[src/rtl/alu_pkg.sv]
// ALU command encodings and arbiter FSM state shared by
// the arbiter, its picker and anything driving the ALU.
package alu_pkg;

    typedef logic [2:0] alu_cmd_t;

    localparam alu_cmd_t ALU_ADD  = 3'b000;
    localparam alu_cmd_t ALU_LSL  = 3'b001;
    localparam alu_cmd_t ALU_MOVF = 3'b010;
    localparam alu_cmd_t ALU_XOR  = 3'b011;
    localparam alu_cmd_t ALU_MOV  = 3'b100;
    localparam alu_cmd_t ALU_LSR  = 3'b101;
    localparam alu_cmd_t ALU_SUB  = 3'b110;
    localparam alu_cmd_t ALU_CMP  = 3'b111;

    typedef enum logic [1:0] {
        IDLE,
        EXEC,
        RESP
    } arb_state_t;

endpackage

[src/rtl/alu_arb_if.sv]
// Request/response bundle between the requesters (master)
// and the shared-ALU arbiter (slave).
interface alu_arb_if #(
    parameter int NREQ = 2
);
    localparam int IDW = $clog2(NREQ);

    logic [NREQ-1:0]   req_valid;
    logic [3*NREQ-1:0] req_cmd;
    logic [8*NREQ-1:0] req_a;
    logic [8*NREQ-1:0] req_b;
    logic [NREQ-1:0]   req_ready;

    logic              resp_valid;
    logic [IDW-1:0]    resp_id;
    logic [7:0]        resp_rslt;
    logic              resp_flag;
    logic              resp_ready;

    modport master (
        output req_valid,
        output req_cmd,
        output req_a,
        output req_b,
        input  req_ready,
        input  resp_valid,
        input  resp_id,
        input  resp_rslt,
        input  resp_flag,
        output resp_ready
    );

    modport slave (
        input  req_valid,
        input  req_cmd,
        input  req_a,
        input  req_b,
        output req_ready,
        output resp_valid,
        output resp_id,
        output resp_rslt,
        output resp_flag,
        input  resp_ready
    );

endinterface

[src/rtl/alu_arb_rr_pick.sv]
// Combinational round-robin picker: first set request bit
// at or above ptr, wrapping at NREQ.
module rr_pick #(
    parameter int NREQ = 2,
    parameter int IDW  = $clog2(NREQ)
) (
    input  logic [NREQ-1:0] req,
    input  logic [IDW-1:0]  ptr,
    output logic [NREQ-1:0] gnt,
    output logic [IDW-1:0]  idx,
    output logic            any
);

    logic [IDW-1:0] pos;

    // Scan farthest-first so the closest match to ptr wins.
    always_comb begin
        idx = '0;
        any = 1'b0;
        pos = '0;
        for (int k = NREQ - 1; k >= 0; k--) begin
            pos = IDW'((int'(ptr) + k) % NREQ);
            if (req[pos]) begin
                idx = pos;
                any = 1'b1;
            end
        end
        gnt = any ? (NREQ'(1) << idx) : '0;
    end

endmodule

[src/rtl/alu_arb.sv]
// Round-robin sharing of one combinational 8-bit ALU; one
// operation in flight, operands and result registered.
module alu_arb
    import alu_pkg::*;
#(
    parameter int NREQ = 2
) (
    input  logic        clk,
    input  logic        reset,
    alu_arb_if.slave    bus,
    output alu_cmd_t    alu_cmd,
    output logic [7:0]  alu_a,
    output logic [7:0]  alu_b,
    input  logic [7:0]  alu_rslt,
    input  logic        alu_flag,
    output logic [15:0] ops_done
);

    localparam int IDW = $clog2(NREQ);

    arb_state_t     state_q, state_d;
    logic [IDW-1:0] rr_ptr_q, rr_ptr_d;
    logic [IDW-1:0] owner_q, owner_d;
    alu_cmd_t       cmd_q, cmd_d;
    logic [7:0]     a_q, a_d;
    logic [7:0]     b_q, b_d;
    logic           resp_valid_q, resp_valid_d;
    logic [IDW-1:0] resp_id_q, resp_id_d;
    logic [7:0]     rslt_q, rslt_d;
    logic           flag_q, flag_d;
    logic [15:0]    ops_q, ops_d;

    logic [NREQ-1:0] gnt;
    logic [IDW-1:0]  gnt_idx;
    logic            gnt_any;
    alu_cmd_t        sel_cmd;
    logic [7:0]      sel_a;
    logic [7:0]      sel_b;

    rr_pick #(
        .NREQ (NREQ),
        .IDW  (IDW)
    ) u_pick (
        .req (bus.req_valid),
        .ptr (rr_ptr_q),
        .gnt (gnt),
        .idx (gnt_idx),
        .any (gnt_any)
    );

    always_comb begin
        sel_cmd = '0;
        sel_a   = '0;
        sel_b   = '0;
        for (int i = 0; i < NREQ; i++) begin
            if (gnt_idx == IDW'(i)) begin
                sel_cmd = bus.req_cmd[3*i +: 3];
                sel_a   = bus.req_a[8*i +: 8];
                sel_b   = bus.req_b[8*i +: 8];
            end
        end
    end

    always_ff @(posedge clk) begin
        if (reset) begin
            state_q <= IDLE;
        end else begin
            state_q <= state_d;
        end
    end

    always_comb begin
        state_d = state_q;
        unique case (state_q)
            IDLE: if (gnt_any) state_d = EXEC;
            EXEC: state_d = RESP;
            RESP: if (bus.resp_ready) state_d = IDLE;
            default: state_d = IDLE;
        endcase
    end

    always_comb begin
        rr_ptr_d     = rr_ptr_q;
        owner_d      = owner_q;
        cmd_d        = cmd_q;
        a_d          = a_q;
        b_d          = b_q;
        resp_valid_d = resp_valid_q;
        resp_id_d    = resp_id_q;
        rslt_d       = rslt_q;
        flag_d       = flag_q;
        ops_d        = ops_q;
        unique case (state_q)
            IDLE: begin
                if (gnt_any) begin
                    cmd_d   = sel_cmd;
                    a_d     = sel_a;
                    b_d     = sel_b;
                    owner_d = gnt_idx;
                    if (gnt_idx == IDW'(NREQ - 1)) begin
                        rr_ptr_d = '0;
                    end else begin
                        rr_ptr_d = gnt_idx + 1'b1;
                    end
                end
            end
            EXEC: begin
                rslt_d       = alu_rslt;
                flag_d       = alu_flag;
                resp_id_d    = owner_q;
                resp_valid_d = 1'b1;
            end
            RESP: begin
                if (bus.resp_ready) begin
                    resp_valid_d = 1'b0;
                    ops_d        = ops_q + 16'd1;
                end
            end
            default: ;
        endcase
    end

    always_ff @(posedge clk) begin
        if (reset) begin
            rr_ptr_q     <= '0;
            owner_q      <= '0;
            cmd_q        <= '0;
            a_q          <= '0;
            b_q          <= '0;
            resp_valid_q <= 1'b0;
            resp_id_q    <= '0;
            rslt_q       <= '0;
            flag_q       <= 1'b0;
            ops_q        <= '0;
        end else begin
            rr_ptr_q     <= rr_ptr_d;
            owner_q      <= owner_d;
            cmd_q        <= cmd_d;
            a_q          <= a_d;
            b_q          <= b_d;
            resp_valid_q <= resp_valid_d;
            resp_id_q    <= resp_id_d;
            rslt_q       <= rslt_d;
            flag_q       <= flag_d;
            ops_q        <= ops_d;
        end
    end

    // Strobe is masked while reset is high so nothing leaves
    // a requester believing it was accepted.
    always_comb begin
        bus.req_ready  = (state_q == IDLE && !reset) ? gnt : '0;
        bus.resp_valid = resp_valid_q;
        bus.resp_id    = resp_id_q;
        bus.resp_rslt  = rslt_q;
        bus.resp_flag  = flag_q;
        alu_cmd        = cmd_q;
        alu_a          = a_q;
        alu_b          = b_q;
        ops_done       = ops_q;
    end

endmodule

[src/flat_wrapper.sv]
// flat-port wrapper written by rule: the top's interface ports become plain ports
module alu_arb_flat import alu_pkg::*;
#(
    parameter int NREQ = 2
)
  (clk, reset, alu_cmd, alu_a, alu_b, alu_rslt, alu_flag, ops_done, bus_req_valid, bus_req_cmd, bus_req_a, bus_req_b, bus_req_ready, bus_resp_valid, bus_resp_id, bus_resp_rslt, bus_resp_flag, bus_resp_ready);
  alu_arb_if #(.NREQ(NREQ)) bus_i ();
  input  logic clk;
  input  logic reset;
  output alu_cmd_t alu_cmd;
  output logic [7:0] alu_a;
  output logic [7:0] alu_b;
  input  logic [7:0] alu_rslt;
  input  logic alu_flag;
  output logic [15:0] ops_done;
  input wire logic [$bits(bus_i.req_valid)-1:0] bus_req_valid;
  input wire logic [$bits(bus_i.req_cmd)-1:0] bus_req_cmd;
  input wire logic [$bits(bus_i.req_a)-1:0] bus_req_a;
  input wire logic [$bits(bus_i.req_b)-1:0] bus_req_b;
  output wire logic [$bits(bus_i.req_ready)-1:0] bus_req_ready;
  output wire logic [$bits(bus_i.resp_valid)-1:0] bus_resp_valid;
  output wire logic [$bits(bus_i.resp_id)-1:0] bus_resp_id;
  output wire logic [$bits(bus_i.resp_rslt)-1:0] bus_resp_rslt;
  output wire logic [$bits(bus_i.resp_flag)-1:0] bus_resp_flag;
  input wire logic [$bits(bus_i.resp_ready)-1:0] bus_resp_ready;
  assign bus_i.req_valid = bus_req_valid;
  assign bus_i.req_cmd = bus_req_cmd;
  assign bus_i.req_a = bus_req_a;
  assign bus_i.req_b = bus_req_b;
  assign bus_req_ready = bus_i.req_ready;
  assign bus_resp_valid = bus_i.resp_valid;
  assign bus_resp_id = bus_i.resp_id;
  assign bus_resp_rslt = bus_i.resp_rslt;
  assign bus_resp_flag = bus_i.resp_flag;
  assign bus_i.resp_ready = bus_resp_ready;
  alu_arb #(.NREQ(NREQ)) u_core (.clk(clk), .reset(reset), .bus(bus_i), .alu_cmd(alu_cmd), .alu_a(alu_a), .alu_b(alu_b), .alu_rslt(alu_rslt), .alu_flag(alu_flag), .ops_done(ops_done));
endmodule
[config.mk]
export PLATFORM = sky130hd
export DESIGN_NAME = alu_arb_flat
export DESIGN_NICKNAME = d
export VERILOG_FILES = /design/src/rtl/alu_pkg.sv /design/src/rtl/alu_arb_if.sv /design/src/rtl/alu_arb_rr_pick.sv /design/src/rtl/alu_arb.sv /design/src/flat_wrapper.sv
export SDC_FILE = /design/constraint.sdc
export NUM_CORES = 1
export LEC_CHECK = 0
export CORE_MARGIN = 1.5
export CORE_UTILIZATION = 36
export CTS_CLUSTER_DIAMETER = 80
export CTS_CLUSTER_SIZE = 20
export DETAILED_ROUTE_END_ITERATION = 6
export PLACE_DENSITY_LB_ADDON = 0.2
export RECOVER_POWER = 50
export SETUP_SLACK_MARGIN = 0.02
export SYNTH_ARGS = -nofsm -noshare
export SYNTH_HDL_FRONTEND = slang
export SYNTH_SLANG_ARGS = --single-unit
[constraint.sdc]
create_clock -name clk -period 1.8 [get_ports clk]
set_clock_uncertainty 0.1 [all_clocks]
set_input_delay 0.18 -clock clk [delete_from_list [all_inputs] [get_ports clk]]
set_output_delay 0.18 -clock clk [all_outputs]
set_load 0.05 [all_outputs]
* After elaboration in Yosys (flattened, before gate mapping)
Cells that the tools add are included.
Cells by class: $lt $le $gt $ge 2, shifts and indexed selects 1, add/sub/neg operators 3, reductions and logical operators 8, mux-type cells 19, equality and inequality tests 4
Operators by type and width (count):
- 16-bit by 1-bit adder with 16-bit output, second input constant | 1
- 8-bit two-way mux | 2
- 1-bit two-way mux | 10
- 2-bit two-way mux | 4
- 2-bit AND reduction | 4
- 2-bit case mux with 3 select lines | 1
- 1-bit by 2-bit less-than comparator with 1-bit output, second input constant | 2
- 3-bit two-way mux | 1
- 1-bit adder, second input constant | 2
- 2-bit by 1-bit == test with 1-bit output, second input constant | 1
- 2-bit == test, second input constant | 1
- 2-bit zero test | 1
- 2-bit by 1-bit != test with 1-bit output, second input constant | 1
- 2-bit != test, second input constant | 1
- 1-bit case mux with 2 select lines | 1
- 2-bit nonzero test | 1
- 1-bit by 1-bit << shifter with 2-bit output, first input constant | 1
- 1-bit logical AND | 1
- 1-bit zero test | 1
Word-level totals: bits in registers 50, output and inout port bits 48

* Longest topological paths before layout
depth after elaboration 8, gate-level depth with buffers 6, depth with buffers taken out 5

* Cells and area by module
From an unflattened synthesis, not the netlist that was laid out.
Second synthesis, totals: cell total of the unflattened synthesis 239, area, all modules 2140.8 µm²
Modules (own cells, without submodules):
- alu_arb | cells an instance 234, seq. area each 1001.0 µm², area each 2108.3 µm², instances 1
- rr_pick | cells an instance 5, seq. area each 0.0 µm², area each 32.5 µm², instances 1

* Worst setup path before layout
Ideal clock, no wire load.
path kind register to register, start point register u_core.ops_q[2] (netlist: u_core.ops_done[2]), end point register u_core.ops_q[15] (netlist: u_core.ops_done[15]), stages on the path, launching flop included 6, arrival 1994 ps, clock period less this slack 2164 ps, setup time 70 ps, slack -364 ps, cells stage by stage dfxtp_1 clkbuf_1 nand4_1 or4_4 or3_1 a21oi_1
Between the ends: longest elaborated chain between the ends 1
Ends and longest elaborated chain:
- from (decl) | line alu_arb.sv:31 | logic [15:0] ops_q, ops_d;
- from (signal assigned) | line alu_arb.sv:145 | ops_q <= ops_d;
- 16-bit by 1-bit adder with 16-bit output | line alu_arb.sv:116 | ops_d = ops_q + 16'd1;
Every way passes these cells. A chain may end at the register's enable or synchronous reset.

* Worst setup path after layout
start point register u_core.ops_q[9] (netlist: u_core.ops_done[9]), end point output ops_done[9]
RTL lines:
- to (decl) | line flat_wrapper.sv:15 | output logic [15:0] ops_done;
No word-level cell between the ends.

==> reports/qor.txt <==
status -> complete, no violations
CTS max path bufs -> 2
Tcrit/Tclk final -> 0.970
1st-iter DRT viols -> 140
first-pass GRT wire length -> 8.88 mm
WL/cell -> 13.4 um
Hold WC Path Type -> input pin to flip-flop
final antenna-violating net count -> 0
YS warnings -> 0
DP HPWL -> 3.71 mm
Port-buffer cells -> 99
total CTS buffers -> 5
Data required, critical path -> 1520 ps
Synth area leaders -> dfxtp_1 (50%), a222oi_1 (7.5%), nor2_1 (6.0%)
final wirelength -> 5.31 mm
Die Area -> 5990 um2
Post-Syn Area -> 1990 um2
DRT Pass-1 Iters -> 4
fraction of registers with async set/reset -> 0
Clock Latency Late Sink -> 300 ps
Main synth FF type -> dfxtp_1
core area -> 5240 um2
Setup WS pre-CTS -> -141 ps
power share of the combinational group -> 0.251
post-synth top area cell -> dfxtp_1
Chip Width -> 77.4 um
register area -> 1040 um2
drt drc -> 0
Clock Sinks -> 50
switching power -> 784 uW
sequential power share -> 0.463
Max-Cap Viols -> 0
clock transition at the registers of the reported paths -> 90 ps
Net Count, Synth -> 274
Die H -> 77.4 um
Total GRT Usage -> 0.183
# setup viols final -> 0
Startpoint Class -> flip-flop
highest routed layer -> met4
Post-Route M1 WL -> 2.39 mm
final instance area -> 3150 um2
antenna cell count -> 0
total chip power -> 2600 uW
area occupied by multi-input gates -> 953 um2
Area after DPL -> 3160 um2
Netlist cell types -> 37
Least-Margin Pin Slew -> 622 ps
Power Internal -> 1810 uW
worst vdd ir -> 543 uV
top cells by count, synth -> dfxtp_1 (50), nor2_1 (32), nand2_1 (23)
CTS H-tree depth -> 2
min cycle time layout -> 1750 ps
Power Density -> 826 nW/um2
synthesized area per cell -> 9.02 um2
Layout area overhead -> 57.8%
Max stage delay cell, worst path -> clkdlybuf4s50_1
metal3 WL -> 362 um
Root Buffer -> clkbuf_8
Syn Inst Count -> 221
crit path DAT -> 1470 ps
CTS Hold Bufs -> 0
Max Transition Viols Final -> 0
Clk pwr share -> 0.286
routed vias/inst -> 5.15
I/O Pins -> 100
Total Nets Final -> 380
crit end category -> primary output
met2 routed WL -> 2.49 mm
worst hold margin -> 176 ps
row count -> 26
number of enable flip-flop cells after synthesis -> 0
CP max stage delay -> 800 ps
vias -> 2,043
register area share after synthesis -> 0.502
switch share -> 0.302
CP cell instances -> clkdlybuf4s50_1
Initial Util -> 0.381
CP Class -> flip-flop to primary output
total gr overflow -> 0
top cell type's share of synthesized area -> 0.502
Relative slew margins -> 0.587
Buf/Inv on CP -> 1
RSZ-0062 raised after global routing -> false
#FFs+latches synth -> 50
largest net degree at the start of global routing -> 53
Final Hold Viols -> 0
fill count -> 481
FMAX -> 573 MHz
critical path's top delay family -> buffers and inverters
setup slack after layout -> 53.4 ps
clock tree from TritonCTS -> done
vias in the first global route -> 1,954
GP Congestion -> 0.746
initial antenna violation count -> 0
Max FO, Critical Path -> 5
most frequent cell after synthesis -> dfxtp_1
share of cells above drive strength 1 -> 0.153
leakage -> 0.00118 uW
-- registers in the layout, summed over array words and instances, names as in the netlist --
register               flops
u_core.bus.resp_flag       1
u_core.bus.resp_rslt       8
u_core.rr_ptr_q            1
u_core.owner_q             1
u_core.bus.resp_id         1
u_core.alu_b               8
u_core.ops_done           16
u_core.alu_a               8
u_core.bus.resp_valid      1
u_core.state_q             2
u_core.alu_cmd             3
-- power groups by stage --
stage | Sequential (uW) | Clock (uW) | Combinational [uW]
detailed placement | 1230 | 0 | 687
global placement | 1230 | 0 | 683
finish | 1200 | 744 | 651
CTS | 1200 | 771 | 692
floorplan | 1430 | 0 | 183
global route | 1210 | 828 | 698
-- metal layers --
layer,GRT usage,vias to the layer above
met5,0,-
met4,0.0600,0
met3,0.0541,7
met2,0.287,74
met1,0.241,950
li1,-,1012
-- stage by stage --
| step | TNS [ps] | std cells | utilization |
|---|---|---|---|
| after floorplan | -2.38 | 221 | - |
| after detailed placement | -416 | 388 | 0.604 |
| after CTS | 0 | 395 | 0.626 |
| after global routing | 0 | 397 | 0.601 |
| final | 0 | 397 | 0.601 |
| after global placement | -240 | 388 | 0.604 |
-- cell usage in the layout, fill, tap and decap left out, types with 2 or more instances in the layout --
| cell type | count |
|---|---|
| nand3_1 | 7 |
| a21oi_1 | 17 |
| clkbuf_4 | 2 |
| dfxtp_4 | 9 |
| clkbuf_8 | 6 |
| and3_1 | 3 |
| nor2b_1 | 2 |
| a221o_1 | 4 |
| nor3_1 | 3 |
| dfxtp_1 | 35 |
| nand2b_1 | 3 |
| a21o_1 | 2 |
| nand4_1 | 3 |
| nand2_1 | 23 |
| nor3b_1 | 4 |
| inv_1 | 2 |
| dlygate4sd2_1 | 2 |
| nor2_1 | 31 |
| clkdlybuf4s50_1 | 65 |
| or3_1 | 4 |
| buf_12 | 3 |
| a222oi_1 | 15 |
| o21ai_0 | 5 |
| buf_4 | 11 |
| clkbuf_1 | 31 |
| dfxtp_2 | 6 |
| xnor2_1 | 3 |
| xor2_1 | 6 |
-- cell type report --
type / instances / area share
clock buffer: 7 / 0.0342
timing repair buffer: 115 / 0.301
tap: 70 / 0.0278
inverter: 2 / 0.00239
sequential: 50 / 0.331
multi-input combinational: 153 / 0.303
-- cells by family (layout without fill, tap and decap cells) --
family / count (synthesis) / count (layout) / share of synthesized area
compound gates: 44 / 44 / 0.163
xor+xnor: 9 / 9 / 0.0396
fa+ha+maj: 1 / 1 / 0.00628
buf+inv: 18 / 124 / 0.0339
flops: 50 / 50 / 0.502
mux: 2 / 2 / 0.0107
simple gates: 97 / 97 / 0.245
-- timing repair --
item,4_1_cts,5_1_grt
buffers inserted,0,2
pin swaps,0,5
endpoints found under the setup margin,3,25
gates resized for setup,5,27
-- path summary, 6_finish.rpt --
check	startpoint	to	slack [ps]	cells past startpoint
worst min-delay path	reset	u_core.rr_ptr_q$_SDFFE_PP0P_	180	3
worst max register to register	u_core.state_q[0]$_SDFFE_PP0P_	u_core.ops_done[14]$_SDFFE_PP0P_	110	4
worst max-delay path	u_core.ops_done[9]$_SDFFE_PP0P_	ops_done[9]	50	1
worst min register to register	u_core.bus.resp_rslt[3]$_SDFFE_PP0P_	u_core.bus.resp_rslt[3]$_SDFFE_PP0P_	360	2
Note: power is estimated with default switching activity, not from simulation.
